**config.mk**
```make
export PLATFORM = sky130hd
export DESIGN_NAME = if_id_skid_buffer
export DESIGN_NICKNAME = d
export VERILOG_FILES = /design/src/rtl/cpu_pkg.sv /design/src/rtl/skid_ram.sv /design/src/rtl/if_id_skid_buffer.sv
export SDC_FILE = /design/constraint.sdc
export NUM_CORES = 1
export LEC_CHECK = 0
export CAP_MARGIN = 30
export CORE_AREA = 4 4 133 167
export CTS_CLUSTER_SIZE = 10
export DETAILED_ROUTE_END_ITERATION = 10
export DIE_AREA = 0 0 137 171
export HOLD_SLACK_MARGIN = 0.02
export PLACE_DENSITY = 0.65
export SKIP_CTS_REPAIR_TIMING = 1
export SLEW_MARGIN = 20
export SYNTH_ARGS = -nofsm -noshare
export SYNTH_HDL_FRONTEND = slang
export SYNTH_SLANG_ARGS = --single-unit
```
**constraint.sdc**
```tcl
create_clock -name clk -period 24.1 [get_ports clk]
set_clock_uncertainty 0.15 [all_clocks]
set_input_delay 4.82 -clock clk [delete_from_list [all_inputs] [get_ports clk]]
set_output_delay 4.82 -clock clk [all_outputs]
set_load 0.05 [all_outputs]
```
**src/rtl/cpu_pkg.sv**
```systemverilog
// Shared definitions for the 64-bit CPU datapath. This package holds the
// fetch/decode widths, the IF/ID entry layout and a pointer-width helper.
package cpu_pkg;

    localparam int PC_W    = 64;
    localparam int INSTR_W = 32;

    // One fetched instruction as it travels from fetch to decode.
    typedef struct packed {
        logic [PC_W-1:0]    pc;
        logic [INSTR_W-1:0] instr;
    } if_id_entry_t;

    // Returns the number of address bits needed to index 'value' entries.
    function automatic int clog2(input int value);
        int width;
        width = 0;
        while ((1 << width) < value) begin
            width = width + 1;
        end
        return width;
    endfunction

endpackage

```
**src/rtl/skid_ram.sv**
```systemverilog
// Storage array for the IF/ID skid buffer. It has one registered write port
// and one combinational read port, so the head entry is visible in the same
// cycle that its address is presented.
module skid_ram
    import cpu_pkg::*;
#(
    parameter int DEPTH = 2,
    parameter int WIDTH = 96,
    parameter int AW    = clog2(DEPTH)
) (
    input  logic             clk,
    input  logic             we,
    input  logic [AW-1:0]    waddr,
    input  logic [WIDTH-1:0] wdata,
    input  logic [AW-1:0]    raddr,
    output logic [WIDTH-1:0] rdata
);

    logic [WIDTH-1:0] mem [DEPTH];

    // Write the incoming entry into its slot on the clock edge.
    // NOTE: the array has no reset. Stale contents cannot leak out because the
    // top gates the outputs with out_valid, and the reset leaves count at 0.
    always_ff @(posedge clk) begin
        if (we) begin
            // NOTE: use a non-blocking assignment for every clocked state update
            // so that all flops sample their inputs before any of them change.
            mem[waddr] <= wdata;
        end
    end

    assign rdata = mem[raddr];

endmodule

```
**src/rtl/if_id_skid_buffer.sv**
```systemverilog
// Fetch-to-decode pipeline buffer. It holds up to DEPTH {pc, instr} entries so
// fetch can keep running while decode stalls. It supports a flush that empties
// the buffer and keeps a saturating count of the entries each flush discards.
module if_id_skid_buffer #(
    parameter  int PC_W    = cpu_pkg::PC_W,
    parameter  int INSTR_W = cpu_pkg::INSTR_W,
    parameter  int DEPTH   = 2,
    parameter  int DROP_W  = 8,
    localparam int PTR_W   = cpu_pkg::clog2(DEPTH),
    localparam int CNT_W   = PTR_W + 1
) (
    input  logic               clk,
    input  logic               rst_n,
    input  logic               in_valid,
    output logic               in_ready,
    input  logic [PC_W-1:0]    in_pc,
    input  logic [INSTR_W-1:0] in_instr,
    output logic               out_valid,
    input  logic               out_ready,
    output logic [PC_W-1:0]    out_pc,
    output logic [INSTR_W-1:0] out_instr,
    input  logic               flush,
    output logic [DROP_W-1:0]  drop_count,
    output logic [CNT_W-1:0]   count
);

    localparam int ENTRY_W = PC_W + INSTR_W;
    localparam int SUM_W   = DROP_W + CNT_W + 1;
    localparam logic [SUM_W-1:0] DROP_MAX = SUM_W'({DROP_W{1'b1}});

    logic [PTR_W-1:0]   rd_ptr;
    logic [PTR_W-1:0]   wr_ptr;
    logic               push;
    logic               pop;
    logic [ENTRY_W-1:0] rd_data;
    logic [SUM_W-1:0]   drop_sum;
    logic [DROP_W-1:0]  drop_next;

    // in_ready is derived only from the registered occupancy, so there is no
    // combinational path from out_ready back to in_ready.
    assign in_ready  = (count < CNT_W'(DEPTH));
    assign out_valid = (count != '0);
    assign push      = in_valid && in_ready;
    assign pop       = out_valid && out_ready;

    skid_ram #(
        .DEPTH (DEPTH),
        .WIDTH (ENTRY_W),
        .AW    (PTR_W)
    ) u_skid_ram (
        .clk   (clk),
        .we    (push && !flush),
        .waddr (wr_ptr),
        .wdata ({in_pc, in_instr}),
        .raddr (rd_ptr),
        .rdata (rd_data)
    );

    // An empty buffer presents zeros so decode never sees a stale entry.
    assign out_pc    = out_valid ? rd_data[ENTRY_W-1:INSTR_W] : '0;
    assign out_instr = out_valid ? rd_data[INSTR_W-1:0]       : '0;

    // Drop-counter update for a flush: add held entries plus any push that the
    // flush throws away, and clamp at the all-ones value.
    always_comb begin
        // NOTE: every always_comb output gets a default first, so no path can
        // leave it unassigned and infer a latch.
        drop_sum  = '0;
        drop_next = drop_count;
        drop_sum  = SUM_W'(drop_count) + SUM_W'(count) + SUM_W'(push);
        if (drop_sum > DROP_MAX) begin
            drop_next = '1;
        end else begin
            drop_next = drop_sum[DROP_W-1:0];
        end
    end

    // Pointer, occupancy and drop-counter state. Reset beats flush, and flush
    // beats any handshake in the same cycle.
    always_ff @(posedge clk) begin
        if (!rst_n) begin
            count      <= '0;
            rd_ptr     <= '0;
            wr_ptr     <= '0;
            drop_count <= '0;
        end else if (flush) begin
            count      <= '0;
            rd_ptr     <= '0;
            wr_ptr     <= '0;
            drop_count <= drop_next;
        end else begin
            if (push) begin
                wr_ptr <= wr_ptr + PTR_W'(1);
            end
            if (pop) begin
                rd_ptr <= rd_ptr + PTR_W'(1);
            end
            case ({push, pop})
                2'b10:   count <= count + CNT_W'(1);
                2'b01:   count <= count - CNT_W'(1);
                default: count <= count;
            endcase
        end
    end

endmodule

```
### After elaboration in Yosys (flattened, before gate mapping)

Memory sizes are Yosys's and may differ from the RTL's. A register that Yosys moved wholly into a read port is not among the register bits.
Cells that the tools add are included.

* flip-flop bits (word level): 12
* RAM bits: 192
* input port bits: 101
* memories kept: 1
* word-level logic and storage cells: 31
* output and inout bits: 108

* add/sub/neg operators: 6
* equality and inequality tests: 2
* order comparisons: 2
* mux-type cells: 8
* bitwise logic cells: 1
* reduce and logical (&&, ||, !) cells: 7

Memory list
* u_skid_ram.mem: depth 2, bits a word 96, read ports 1, clocked after memory_dff 1, write ports 1, RTL line skid_ram.sv:19 `logic [WIDTH-1:0] mem [DEPTH];`

Operator list (count)
* 64-bit two-way mux: 1
* 32-bit two-way mux: 1
* 9-bit by 1-bit adder with 10-bit output: 1
* 10-bit by 8-bit greater-than comparator with 1-bit output (second input constant): 1
* 8-bit by 2-bit adder with 9-bit output: 1
* 8-bit two-way mux: 1
* 1-bit two-way mux: 4
* 2-bit one-hot mux with 2 select lines: 1
* 2-bit nonzero test: 2
* 1-bit logical AND: 3
* 1-bit adder (second input constant): 2
* 2-bit by 1-bit adder with 2-bit output (second input constant): 1
* 2-bit by 1-bit == test with 1-bit output (second input constant): 1
* 2-bit == test (second input constant): 1
* 2-bit < comparator (second input constant): 1
* 2-bit OR reduction: 1
* 2-bit by 1-bit subtractor with 2-bit output (second input constant): 1
* 1-bit logical NOT: 1
* 1-bit NOT: 1

### Depth between registers and ports, before layout

* word-level depth: 5
* mapped depth: 8
* gate-level depth less buffers: 8

### By module

A second synthesis with hierarchy kept.

* cell total of the unflattened synthesis: 477
* area total of the unflattened synthesis: 8411.8 µm²

Modules (own cells, without submodules)
* skid_ram: area each 7140.6 µm², cells each 301, seq. area each 5765.5 µm², times used 1
* if_id_skid_buffer: area each 1271.2 µm², cells each 176, seq. area each 240.2 µm², times used 1

### Least setup slack after synthesis

OpenSTA, ideal clock, no wires.

* kind: input -> register
* start point: in in_valid
* end point: mem u_skid_ram.mem[1][0], enable pin
* setup time: 0.688 ns
* stages: 2
* path buffers: 0
* data arrival time: 11.958 ns
* path slack: 11.304 ns
* data required time: 23.262 ns
* cells stage by stage: nand2b_1 nor3b_1

* cells in the longest elaborated chain, start to end: 4

Ends and longest elaborated chain
* start, declared: RTL line if_id_skid_buffer.sv:14 `input logic in_valid,`
* 1-bit logical AND: RTL line if_id_skid_buffer.sv:43 `assign push = in_valid && in_ready;`
* 1-bit logical AND: RTL line if_id_skid_buffer.sv:52 `.we (push && !flush),`
* 1-bit two-way mux: RTL line skid_ram.sv:25 `if (we) begin`
* 1-bit two-way mux (implied by the code): RTL line skid_ram.sv:28 `mem[waddr] <= wdata;`
* end, declared: RTL line skid_ram.sv:19

No other way between the ends.

==> run_results.csv <==
group,metric,value,unit
run_status,run_status,"finished, final reports clean",
global_routing,antenna_found_initial,1,
worst_setup_path,timing.reg2reg.setup_slack,21.36,ns
sta,timing_hold_violations_final,0,
worst_hold_path,worst_min_delay_path_category,"reg -> reg",
detailed_routing,vias,4657,
sta,setup_repair_after_global_routing_missed_its_margin,"no",
sta,max_slew.worst_pin.slew,0.844,ns
floorplanning,number_of_placement_rows,59,
worst_setup_path,critical_path_required,19.13,ns
clocking,cts_buffers,24,
worst_setup_path,critPathKind,"reg -> out",
finish,layout-drive-gt1-share,5.92,%
finish,area_growth_syn_to_layout,39.2,%
worst_hold_path,min_to,"rd_ptr",
clocking,cts_buffer_depth,3,
yosys,synth_commonest_cells,"192 x sky130_fd_sc_hd__edfxtp_1, 102 x sky130_fd_sc_hd__nor2_1, 96 x sky130_fd_sc_hd__mux2i_1",
yosys,synth_instances,480,
worst_setup_path,critical_path_peak_fanout,35,
yosys,netlist_top_cells_area,"sky130_fd_sc_hd__edfxtp_1 73%, sky130_fd_sc_hd__mux2i_1 12%, sky130_fd_sc_hd__nor2_1 4.9%",
worst_hold_path,min_from,"rd_ptr",
yosys,synth_enable_flop_cells,192,
yosys,syn_nets,585,
yosys,seq_area_frac_synth,76.4,%
power_and_ir_drop,irDropWorstVdd,0.0000514,V
sta,fin_hold_ws,0.370,ns
sta,min_period,8.25,ns
yosys,postSynth.topFlopCell,"sky130_fd_sc_hd__edfxtp_1",
yosys,netlist.area_leader.share,73.1,%
placed_design,gpl.final_weighted_congestion,0.766,
clocking,cts_num_sinks,205,
sta,timing.final.max_slew_violations,0,
sta,report.final.setup_viol,0,
global_routing,grt_first_pass_wirelength,26.5,mm
detailed_routing,drt_pre_antenna_iters,4,
floorplanning,die_area,23400,um^2
worst_setup_path,crit_path_top_delay_cell,"sky130_fd_sc_hd__clkdlybuf4s50_1",
placed_design,input_output_buffers,208,
clocking,clock_tree.htree_level_count,1,
sta,maxClockFrequency,0.121,GHz
yosys,netlist.top_cell.by_area,"sky130_fd_sc_hd__edfxtp_1",
worst_setup_path,worst_path_dominant_cell_family,"buffers and inverters",
worst_setup_path,path_buf_inv,3,
placed_design,hpwlAfterDp,11.4,mm
yosys,count_of_unique_library_cells_instantiated_by_yosys,33,
floorplanning,die_h,171,um
floorplanning,fp.dieW,137,um
power_and_ir_drop,cellLeakagePower,3.54,nW
worst_hold_path,timing.hold.worst_path_depth,2,
detailed_routing,drt-initial-drc-count,180,
global_routing,grt_start_max_net_pins,61,
floorplanning,core_area,20700,um^2
worst_setup_path,setup.worst_path.start_class,"flop",
sta,part_of_the_cycle_the_worst_path_needs,34.2,%
worst_setup_path,timing.reg2reg.worst_path_depth,8,
clocking,cts.clk_slew.worst_paths,0.05,ns
yosys,async_reset_ff_share,0,%
worst_setup_path,timing.critical_path.to_type,"primary output",
detailed_routing,route.final.wire_length,17.2,mm
yosys,synth.cell_area,7890,um^2
clocking,cts-root-buf,"sky130_fd_sc_hd__clkbuf_16",
detailed_routing,detail_route.vias_per_cell,4.73,
sta,tns,0,ns
worst_setup_path,cell_by_cell_listing_of_the_critical_path,"buf_4 > buf_12 > mux2i_1 > nor2_1 > clkdlybuf4s50_1",
sta,timing.max_slew.rel_slack,43.8,%
global_routing,track_usage,14.2,%
worst_setup_path,r2r_start,"count[1]",
worst_setup_path,critical_path_arrival,3.28,ns
yosys,synth-seq-cells,205,
power_and_ir_drop,p_per_area,75.0,nW/um^2
detailed_routing,wire_per_inst,17.5,um
clocking,clock_tree_from_tritoncts,"done",
yosys,synthMostInstantiatedCell,"sky130_fd_sc_hd__edfxtp_1",
worst_setup_path,worstReg2RegEnd,"drop_count[7]",
finish,finish.net_count,804,
yosys,synthesis.area_per_instance,16.4,um^2
global_routing,via_count_of_the_first_global_routing_pass,5128,
floorplanning,initial_utilization,38.2,%
floorplanning,design.portCount,209,
detailed_routing,ant_nets,0,
global_routing,grt_overflow_total,0,
detailed_routing,route.detailed.drc,0,
yosys,synth_warnings,0,
finish,fillCellCount,1697,
worst_setup_path,delay_of_the_slowest_cell_on_the_worst_path,0.83,ns
power_and_ir_drop,design_power_total,0.824,mW
run,max_cap_viol_count,0,
clocking,clk-insertion-delay-late,0.49,ns
-- worst max path at each step --
stage / from / to / slack [ns] / cells past startpoint
final: flop / out_instr[21] / 15.85 / 5
after global routing: flop / out_instr[21] / 15.66 / 5
after CTS: flop / out_pc[37] / 15.75 / 5
after detailed placement: flop / out_pc[37] / 16.29 / 5
after global placement: flop / out_pc[39] / 16.15 / 4
after floorplan: in_valid / u_skid_ram.mem[1][0] / 11.30 / 2
-- flip-flops by register name, indices dropped and copies added (netlist names), named ones only --
name / flops
rd_ptr: 1
u_skid_ram.mem: 192
drop_count: 8
wr_ptr: 1
count: 2
-- kinds of logic (layout without fill, tap and decap cells) --
kind of cell               after synthesis  after routing  share of synthesized area [%]
xor gates and xnor gates                 4              4                          0.444
buffers and inverters                   30            259                           1.84
and+or+nand+nor                        123            123                           6.80
AOI/OAI and AO/OA                       17             17                           1.40
muxes                                   97             97                           12.3
adders and majority gates                4              4                          0.825
DFF                                    205            205                           76.4
other                                    0              1                              0
-- final cells by class --
type                            instances  area [um^2]  area share (%)
Sequential cell                       205         6030            54.9
Timing Repair Buffer                  216         2170            19.7
Multi-Input combinational cell        245         1740            15.8
Clock buffer                           36          677            6.16
Tap cell                              274          343            3.12
Inverter                                7         26.3           0.239
Antenna cell                            1         2.50          0.0228
-- report_power, final --
group	switching, mW	internal (mW)	total (mW)
Combinational	0.0637	0.0400	0.104
Clock	0.123	0.190	0.314
Sequential	0.00407	0.402	0.406
-- placed cells by master, fill, tap and decap left out, types with 5 or more instances in the layout --
cell,count
sky130_fd_sc_hd__edfxtp_1,192
sky130_fd_sc_hd__inv_1,7
sky130_fd_sc_hd__buf_4,6
sky130_fd_sc_hd__dfxtp_1,12
sky130_fd_sc_hd__mux2i_1,96
sky130_fd_sc_hd__nor2_1,101
sky130_fd_sc_hd__o21ai_0,5
sky130_fd_sc_hd__clkbuf_1,10
sky130_fd_sc_hd__clkbuf_16,25
sky130_fd_sc_hd__clkdlybuf4s50_1,208
-- through the flow --
step / util (%) / std cells / setup WS [ns] / area [um^2]
after floorplan: - / 480 / 11.30 / 7890
after global placement: 49.6 / 945 / 16.15 / 10300
after detailed placement: 49.7 / 946 / 16.29 / 10300
after CTS: 53.0 / 982 / 15.75 / 11000
after global routing: 53.1 / 983 / 15.66 / 11000
final: 53.1 / 984 / 15.85 / 11000
-- metal layers --
layer  track usage (%)  up-vias  share of wire, %  routed length (um)
met1              17.4     2235                41                7010
met3              3.79       30               7.7                1310
met5                 0        -             0.041                   7
li1                  -     2214                 -                   -
met4              3.73        2               1.9                 332
met2              24.9      176                50                8510
-- worst reg2reg max path, delay by kind of cell (launching register included) --
kind                       cells  cell delay (ns)
and+or+nand+nor                3             0.96
adders and majority gates      2             0.69
buffers and inverters          2             0.18
DFF                            1             0.51
AOI/OAI and AO/OA              1             0.15
Power figures use the tool's default switching activity.
